--- config.mk ---
export PLATFORM = sky130hd
export DESIGN_NAME = add_rs
export DESIGN_NICKNAME = d
export VERILOG_FILES = /design/src/rtl/add_rs.sv
export SDC_FILE = /design/constraint.sdc
export NUM_CORES = 1
export LEC_CHECK = 0
export BUFFER_PORTS_ARGS = -buffer_cell sky130_fd_sc_hd__buf_4
export CORE_MARGIN = 1.5
export CORE_UTILIZATION = 30
export CTS_BUF_LIST = sky130_fd_sc_hd__clkbuf_8
export CTS_CLUSTER_DIAMETER = 60
export DETAILED_ROUTE_END_ITERATION = 10
export PLACE_DENSITY_LB_ADDON = 0.25
export SLEW_MARGIN = 20
export SYNTH_ARGS = -nofsm -noshare
export SYNTH_HDL_FRONTEND = slang
export SYNTH_SLANG_ARGS = --single-unit
--- constraint.sdc ---
create_clock -name clk -period 6.04 [get_ports clk]
set_input_delay 0.604 -clock clk [delete_from_list [all_inputs] [get_ports clk]]
set_output_delay 0.604 -clock clk [all_outputs]
set_load 0.01 [all_outputs]
--- src/rtl/add_rs.sv ---
// add_rs: add/sub reservation station; buffers issued ops until both operands are present,
// captures operands from the CDB, and dispatches the oldest ready op to the add unit.
// Optional feature macro: ADD_RS_FLUSH_EN adds a flush port that discards all entries.
module add_rs #(
    parameter int RS_NUM = 3,
    parameter int TAG_W  = 4,
    parameter int DATA_W = 32
) (
    input  logic              clk,
    input  logic              rst,
    input  logic              issue_valid,
    output logic              issue_ready,
    input  logic              issue_aluc,
    input  logic [DATA_W-1:0] issue_vj,
    input  logic [TAG_W-1:0]  issue_qj,
    input  logic [DATA_W-1:0] issue_vk,
    input  logic [TAG_W-1:0]  issue_qk,
    input  logic [TAG_W-1:0]  issue_dest,
    input  logic              cdb_valid,
    input  logic [TAG_W-1:0]  cdb_tag,
    input  logic [DATA_W-1:0] cdb_data,
`ifdef ADD_RS_FLUSH_EN
    input  logic              flush,
`endif
    output logic              fu_valid,
    input  logic              fu_ready,
    output logic [DATA_W-1:0] fu_add1,
    output logic [DATA_W-1:0] fu_add2,
    output logic              fu_aluc,
    output logic [TAG_W-1:0]  fu_dest,
    output logic [3:0]        busy_cnt
);
    localparam int IW = (RS_NUM > 1) ? $clog2(RS_NUM) : 1;

    logic              busy_q [RS_NUM];
    logic              busy_d [RS_NUM];
    logic              aluc_q [RS_NUM];
    logic              aluc_d [RS_NUM];
    logic [DATA_W-1:0] vj_q   [RS_NUM];
    logic [DATA_W-1:0] vj_d   [RS_NUM];
    logic [DATA_W-1:0] vk_q   [RS_NUM];
    logic [DATA_W-1:0] vk_d   [RS_NUM];
    logic [TAG_W-1:0]  qj_q   [RS_NUM];
    logic [TAG_W-1:0]  qj_d   [RS_NUM];
    logic [TAG_W-1:0]  qk_q   [RS_NUM];
    logic [TAG_W-1:0]  qk_d   [RS_NUM];
    logic [TAG_W-1:0]  dest_q [RS_NUM];
    logic [TAG_W-1:0]  dest_d [RS_NUM];
    logic [IW-1:0]     age_q  [RS_NUM];
    logic [IW-1:0]     age_d  [RS_NUM];
    logic [3:0]        busy_cnt_q;
    logic [3:0]        busy_cnt_d;

    logic          sel_valid;
    logic [IW-1:0] sel_idx;
    logic [IW-1:0] sel_age;
    logic [IW-1:0] free_idx;
    logic          issue_fire;
    logic          disp_fire;
    logic [3:0]    stay_cnt;
    logic          hit_j;
    logic          hit_k;

    assign issue_ready = busy_cnt_q < 4'(RS_NUM);
    assign busy_cnt    = busy_cnt_q;
    assign issue_fire  = issue_valid && issue_ready;
    assign disp_fire   = sel_valid && fu_ready;
    assign stay_cnt    = busy_cnt_q - {3'b0, disp_fire};
    assign hit_j       = cdb_valid && issue_qj != '0 && issue_qj == cdb_tag;
    assign hit_k       = cdb_valid && issue_qk != '0 && issue_qk == cdb_tag;

    // Oldest entry whose operands are both present in registered state wins dispatch.
    always_comb begin
        sel_valid = 1'b0;
        sel_idx   = '0;
        sel_age   = '0;
        for (int i = 0; i < RS_NUM; i++) begin
            if (busy_q[i] && qj_q[i] == '0 && qk_q[i] == '0 && (!sel_valid || age_q[i] < sel_age)) begin
                sel_valid = 1'b1;
                sel_idx   = IW'(i);
                sel_age   = age_q[i];
            end
        end
    end

    // Lowest-index free entry, judged from registered busy bits only.
    always_comb begin
        free_idx = '0;
        for (int i = RS_NUM - 1; i >= 0; i--) begin
            if (!busy_q[i]) free_idx = IW'(i);
        end
    end

    // Add-unit interface: selected entry, forced to zero when nothing is ready.
    always_comb begin
        fu_valid = sel_valid;
        fu_add1  = sel_valid ? vj_q[sel_idx]   : '0;
        fu_add2  = sel_valid ? vk_q[sel_idx]   : '0;
        fu_aluc  = sel_valid ? aluc_q[sel_idx] : 1'b0;
        fu_dest  = sel_valid ? dest_q[sel_idx] : '0;
    end

    // Next entry state: wakeup, age compaction on dispatch, dispatch free, issue write.
    always_comb begin
        busy_d     = busy_q;
        aluc_d     = aluc_q;
        vj_d       = vj_q;
        vk_d       = vk_q;
        qj_d       = qj_q;
        qk_d       = qk_q;
        dest_d     = dest_q;
        age_d      = age_q;
        busy_cnt_d = busy_cnt_q + {3'b0, issue_fire} - {3'b0, disp_fire};
        for (int i = 0; i < RS_NUM; i++) begin
            if (busy_q[i] && cdb_valid && qj_q[i] != '0 && qj_q[i] == cdb_tag) begin
                vj_d[i] = cdb_data;
                qj_d[i] = '0;
            end
            if (busy_q[i] && cdb_valid && qk_q[i] != '0 && qk_q[i] == cdb_tag) begin
                vk_d[i] = cdb_data;
                qk_d[i] = '0;
            end
            if (disp_fire && busy_q[i] && age_q[i] > sel_age) age_d[i] = age_q[i] - 1'b1;
        end
        if (disp_fire) busy_d[sel_idx] = 1'b0;
        if (issue_fire) begin
            busy_d[free_idx] = 1'b1;
            aluc_d[free_idx] = issue_aluc;
            vj_d[free_idx]   = hit_j ? cdb_data : issue_vj;
            qj_d[free_idx]   = hit_j ? '0 : issue_qj;
            vk_d[free_idx]   = hit_k ? cdb_data : issue_vk;
            qk_d[free_idx]   = hit_k ? '0 : issue_qk;
            dest_d[free_idx] = issue_dest;
            age_d[free_idx]  = IW'(stay_cnt);
        end
`ifdef ADD_RS_FLUSH_EN
        if (flush) begin
            for (int i = 0; i < RS_NUM; i++) busy_d[i] = 1'b0;
            busy_cnt_d = '0;
        end
`endif
    end

    // Entry registers with synchronous reset.
    always_ff @(posedge clk) begin
        if (rst) begin
            for (int i = 0; i < RS_NUM; i++) begin
                busy_q[i] <= 1'b0;
                aluc_q[i] <= 1'b0;
                vj_q[i]   <= '0;
                vk_q[i]   <= '0;
                qj_q[i]   <= '0;
                qk_q[i]   <= '0;
                dest_q[i] <= '0;
                age_q[i]  <= '0;
            end
            busy_cnt_q <= '0;
        end else begin
            busy_q     <= busy_d;
            aluc_q     <= aluc_d;
            vj_q       <= vj_d;
            vk_q       <= vk_d;
            qj_q       <= qj_d;
            qk_q       <= qk_d;
            dest_q     <= dest_d;
            age_q      <= age_d;
            busy_cnt_q <= busy_cnt_d;
        end
    end
endmodule

# Word-level counts from Yosys, hierarchy flattened
# Cells that the tools add are included.
dict set report word_totals {
  wordCells 179
  register_bits 244
}
dict set report classes {
  addsub 6
  n_eq_ne 8
  n_reduce_logical 55
  bitwise_logic 5
  magnitude_cmp 10
  n_mux 70
}
# cell count
set ops {}
lappend ops {{32-bit two-way mux} 15}
lappend ops {{96-bit bitwise mux} 2}
lappend ops {{96-bit two-way mux} 2}
lappend ops {{32-bit binary-select mux with 2-bit select} 2}
lappend ops {{32-bit demux with 2-bit select} 1}
lappend ops {{4-bit two-way mux} 12}
lappend ops {{1-bit logical AND} 37}
lappend ops {{12-bit bitwise mux} 3}
lappend ops {{4-bit equality test} 8}
lappend ops {{4-bit nonzero test} 8}
lappend ops {{4-bit logical NOT} 6}
lappend ops {{12-bit two-way mux} 2}
lappend ops {{2-bit two-way mux} 11}
lappend ops {{1-bit two-way mux} 9}
lappend ops {{4-bit binary-select mux with 2-bit select} 1}
lappend ops {{4-bit demux with 2-bit select} 1}
lappend ops {{6-bit bitwise mux} 1}
lappend ops {{3-bit >= comparator, second input constant} 2}
lappend ops {{2-bit greater-than comparator} 3}
lappend ops {{3-bit by 1-bit less-than comparator with 1-bit output, second input constant} 2}
lappend ops {{3-bit two-way mux} 2}
lappend ops {{6-bit two-way mux} 1}
lappend ops {{2-bit NOT with 3-bit output} 2}
lappend ops {{2-bit by 1-bit subtractor with 2-bit output, second input constant} 3}
lappend ops {{other kinds (14)} 18}

# Depth between registers and ports, before layout
dict set report logic_depth {
  depth_word 22
  mapped_depth 25
}

# Worst setup path before layout
# OpenSTA, ideal clock, no wires.
dict set report synth_path {
  path_type {register -> register}
  start {register qj_q[8] (netlist bit)}
  end {register age_q[1] (netlist bit)}
  setup_time_ns 0.086
  synth_period_minus_slack_ns 4.240
  stages_incl_launch_ff 24
  arrival_ns 4.154
  slack_ns 1.800
  n_path_buf 5
  cell_sequence {dfxtp_1 -> nor3_2 -> and4_1 -> buf_4 -> nand2_1 -> ha_1 -> a21o_1 -> a21oi_1 -> buf_2 -> buf_2 -> a21oi_1 -> ha_1 -> or2_2 -> a21oi_2 -> buf_6 -> buf_6 -> o21ai_0 -> o21a_1 -> ha_1 -> nor2b_1 -> o211ai_1 -> nor3_1 -> xnor2_1 -> a211oi_1}
}
dict set report synth_between {
  elab_chain_cells 18
  elab_cells_between_ends 25
}
# item line_no
set synth_lines {}
lappend synth_lines {{start: declaration} 43} ;# logic [TAG_W-1:0] qj_q [RS_NUM];
lappend synth_lines {{start signal: assignment} 163} ;# qj_q <= qj_d;
lappend synth_lines {{4-bit logical NOT (*)} 78} ;# if (busy_q[i] && qj_q[i] == '0 && qk_q[i] == '0 && (!sel_valid || age_q[i] < sel_age)) begin
lappend synth_lines {{1-bit logical AND (*) (2 in a row)} 78}
lappend synth_lines {{parallel branches: the longest is 14 deep, another holds 2-bit less-than comparator} n/a}
lappend synth_lines {{6-bit two-way mux (*)} 126} ;# if (issue_fire) begin
lappend synth_lines {{end signal: assignment} 166} ;# age_q <= age_d;
lappend synth_lines {{end: declaration} 49} ;# logic [IW-1:0] age_q [RS_NUM];
# Mark *: on every way between the ends.
# A chain may end at the register's enable or synchronous reset.

# Worst setup path after layout
dict set report layout_path {
  start {register busy_q[2] (netlist bit)}
  end {output port fu_add2[0]}
}
dict set report layout_between {
  elab_chain_cells 16
  elab_cells_between_ends 22
}
# item line_no
set layout_lines {}
lappend layout_lines {{start: declaration} 35} ;# logic busy_q [RS_NUM];
lappend layout_lines {{start signal: assignment} 159} ;# busy_q <= busy_d;
lappend layout_lines {{1-bit logical AND (*) (2 in a row)} 78}
lappend layout_lines {{2-bit two-way mux / 1-bit two-way mux (equally long branches)} 78}
lappend layout_lines {{2-bit less-than comparator / 1-bit logical NOT (equally long branches)} 78}
lappend layout_lines {{1-bit logical OR} 78}
lappend layout_lines {{1-bit logical AND} 78}
lappend layout_lines {{2-bit two-way mux / 1-bit two-way mux (equally long branches)} 78}
lappend layout_lines {{2-bit less-than comparator / 1-bit logical NOT (equally long branches)} 78}
lappend layout_lines {{1-bit logical OR} 78}
lappend layout_lines {{1-bit logical AND} 78}
lappend layout_lines {{2-bit two-way mux} 78}
lappend layout_lines {{2-bit NOT with 3-bit output (not written as such)} 98} ;# fu_add2 = sel_valid ? vk_q[sel_idx] : '0;
lappend layout_lines {{32-bit binary-select mux with 2-bit select} 98}
lappend layout_lines {{32-bit two-way mux (not written as such) (2 in a row)} 98}
lappend layout_lines {{32-bit two-way mux (*)} 98}
lappend layout_lines {{end: declaration} 28} ;# output logic [DATA_W-1:0] fu_add2,
# Every way passes the cells marked *; elsewhere a longest branch is shown, timed or not. The select of a mux whose other input is x is not followed.

==> flow_summary.toml <==
[timing]
max_slew_margin_pct = 26.1
worst_hold_slack_ns = 0.219
drv_slew = 0
max_freq_ghz = 0.190
hold_violations = 0
worst_pin_slew_ns = 1.10
setup_viol = 0
fin_skew_ns = 0.0159
tns_ns = 0
finalCritPeriodShare_pct = 87.3
fin_ws_ns = 0.770
period_needed_ns = 5.27
rsz0062_at_grt = "false"

[floorplanning]
core_region_area_um2 = 46700
start_util_pct = 30.4
pin_count = 193
dieArea_um2 = 48600
num_rows = 79
die_y_um = 220
dieWidth_um = 220

[min_path]
worstHoldEndpoint = "busy_q[0]"
worstHoldStart = "fu_ready"
hold_path_depth = 2
hold_class = "in -> reg"

[global_route]
grt_overflow = 0
antenna_found_initial = 1
grt_pass1_wl_um = 73200
grt_max_degree = 143
track_usage_pct = 19.5
grt_pass1_vias = 12000

[detailed_routing]
drt-initial-drc-count = 827
vias = 12500
remaining_drc_errors = 16
wl_um = 48200
routed_via_density = 5.31
drtPass1Iterations = 8
final_antenna_net_count = 0
wl_per_cell_um = 20.5

[clock_network]
htree_levels = 2
hold_buffers = 0
clkSinkCount = 244
clock_path_buffers = 3
root_buffer = "clkbuf_8"
clk_latency_ns = 0.61
cts_resized = 0
cts_setup_buffers = 0
clkTransAtPathRegs_ns = 0.06
cts_inserted_buffers = 49
cts_tree = "built"

[worst_setup_path]
r2r_start = "busy_q[2]"
end_kind = "output pin"
reg2reg_to = "age_q[3]"
startpoint_type = "register"
worstSetupPathType = "reg -> out"
worstPathArrival_ns = 4.67
r2r_cells = 17
crit_required_ns = 5.44
path_max_fanout = 46
ff2ff_setup_slack_ns = 1.55

[yosys]
yosysSeqAreaShare_pct = 34.4
ys_types = 53
syn_inst = 1618
synth-edff-count = 0
synthesis.area_um2 = 14200
syn_nets = 1751
syn_avg_cell_area_um2 = 8.77
async_reset_ff_share_pct = 0
synth_flop_cell = "dfxtp_1"
ys_ff_latch = 244
yosys_warnings = 0

[run_status]
status = "finished with violations"
violations = "DRC"

[power_and_ir_drop]
power_density_nw_per_um2 = 307
power_uw = 5140
leakagePower_uw = 0.00660
ir_drop_uv = 234

[final_layout]
syn_to_final_growth_pct = 17.8
finalNetCount = 1853
instances_no_fill = 2353
drive_gt1_share_pct = 28.2

[placement]
pre_cts_ws_ns = 1.41
numPortBuffers = 192
dp_hpwl_um = 28400
gp_congestion = 0.783
dp_cells = 2276

[job]
max_cap_viol_count = 0
## per-stage QoR
step	cell area (µm²)	utilization (%)
detailed placement	15900	34.0
finish	16700	35.8
global route	16700	35.8
CTS	16700	35.8
global placement	15900	34.0
floorplan	14200	-
## placed cells by master, fill, tap and decap left out, drive strengths merged, types with 2 or more instances in the layout
master / synthesis / routed
dfxtp: 244 / 244
nor2: 228 / 228
buf: 65 / 211
a211oi: 198 / 198
mux2: 192 / 192
nand2: 118 / 118
mux2i: 97 / 97
a21oi: 72 / 72
clkbuf: 95 / 56
nand3: 54 / 54
o21ai: 40 / 40
a211o: 36 / 36
o31ai: 34 / 34
inv: 14 / 28
nor3: 25 / 25
xor2: 16 / 16
xnor2: 14 / 14
ha: 14 / 14
a32oi: 12 / 12
or4: 6 / 6
a21o: 5 / 5
and2: 4 / 4
a22oi: 4 / 4
nor2b: 4 / 4
nand2b: 3 / 3
o211ai: 3 / 3
clkinvlp: 0 / 3
clkinv: 0 / 3
nor3b: 3 / 3
and3: 2 / 2
or2: 2 / 2
or3: 2 / 2
a31oi: 2 / 2
## routing by layer
| layer | GRT usage, % | vias to the layer above | share of wire [%] |
|---|---|---|---|
| met2 | 33.0 | 300 | 48 |
| met5 | 0 | - | 0 |
| met3 | 4.12 | 56 | 5.3 |
| met4 | 4.88 | 0 | 1.7 |
| li1 | - | 6109 | - |
| met1 | 25.1 | 6041 | 45 |
## state kept, by name, indices dropped and copies added, names as in the netlist
name	flops
aluc_q	3
vk_q	96
busy_q	3
qj_q	12
qk_q	12
dest_q	12
age_q	6
busy_cnt	4
vj_q	96
## cells in the mapped netlist, types with 2 or more instances
master	n	area, µm²
a31oi_1	2	12.5
nor3_2	4	40.0
buf_2	36	180
buf_1	3	11.3
buf_4	5	37.5
or2_2	2	12.5
nor3b_1	2	15.0
a21o_1	5	37.5
inv_1	13	48.8
a211oi_1	197	1480
a21oi_1	71	355
or4_1	6	45.0
o21ai_0	39	195
and3_1	2	12.5
nand2_1	118	443
nand3_1	53	265
a22oi_1	4	30.0
xor2_1	16	140
or3_1	2	12.5
o31ai_1	33	248
a211o_1	36	315
nor3_1	21	105
nor2_1	228	856
xnor2_1	14	123
clkbuf_1	95	357
mux2_1	3	33.8
mux2i_1	97	971
mux2_2	189	2130
nand2b_1	3	18.8
o211ai_1	3	22.5
dfxtp_1	244	4880
a32oi_1	12	105
buf_6	21	236
ha_1	14	175
and2_1	4	25.0
nor2b_1	4	25.0
## kinds of logic (layout without fill, tap and decap cells)
kind of cell,Yosys count,count (layout),synth area share [%]
compound gates,413,413,20.6
xor+xnor,30,30,1.85
fa+ha+maj,15,15,1.38
buf+inv,174,301,6.16
flops,244,244,34.4
mux,289,289,22.1
other cells,0,1,0
simple gates,453,453,13.5
## where the power goes
| part | switching [µW] | total, µW | leakage, µW | internal [µW] |
|---|---|---|---|---|
| clock network | 737 | 1570 | 0.000489 | 828 |
| registers | 134 | 1980 | 0.00199 | 1850 |
| logic | 921 | 1600 | 0.00413 | 674 |
## area by class of cell
cell class,count,area (µm²)
inverter,14,52.6
clock inverter,20,90.1
fill,4835,29900
sequential,244,4880
clock buffer,56,771
antenna,1,2.50
timing repair buffer,211,1640
multi-input combinational,1200,8520
tap,607,759
## worst max path at each step
stage | slack (ns) | cells past startpoint | startpoint | end
floorplan | 1.80 | 23 | qj_q[8] | age_q[1]
global placement | 1.54 | 13 | busy_q[2] | fu_add2[6]
detailed placement | 1.41 | 13 | busy_q[2] | fu_add2[15]
CTS | 0.72 | 13 | busy_q[2] | fu_add2[15]
global route | 0.43 | 13 | busy_q[2] | fu_add1[19]
finish | 0.77 | 13 | busy_q[2] | fu_add2[0]
## critical path, cell delays in order, from the launching register on
cell and delay (ns):
dfxtp_1 0.56, and4_1 0.46, nand2_1 0.12, ha_1 0.29
a21o_1 0.22, a21oi_4 0.20, a21oi_1 0.11, ha_1 0.20
or2_2 0.35, o311ai_4 0.50, buf_4 0.52, nand3_1 0.14
o31ai_1 0.12, buf_4 0.17
No activity file was read; power rests on OpenSTA's default activity.
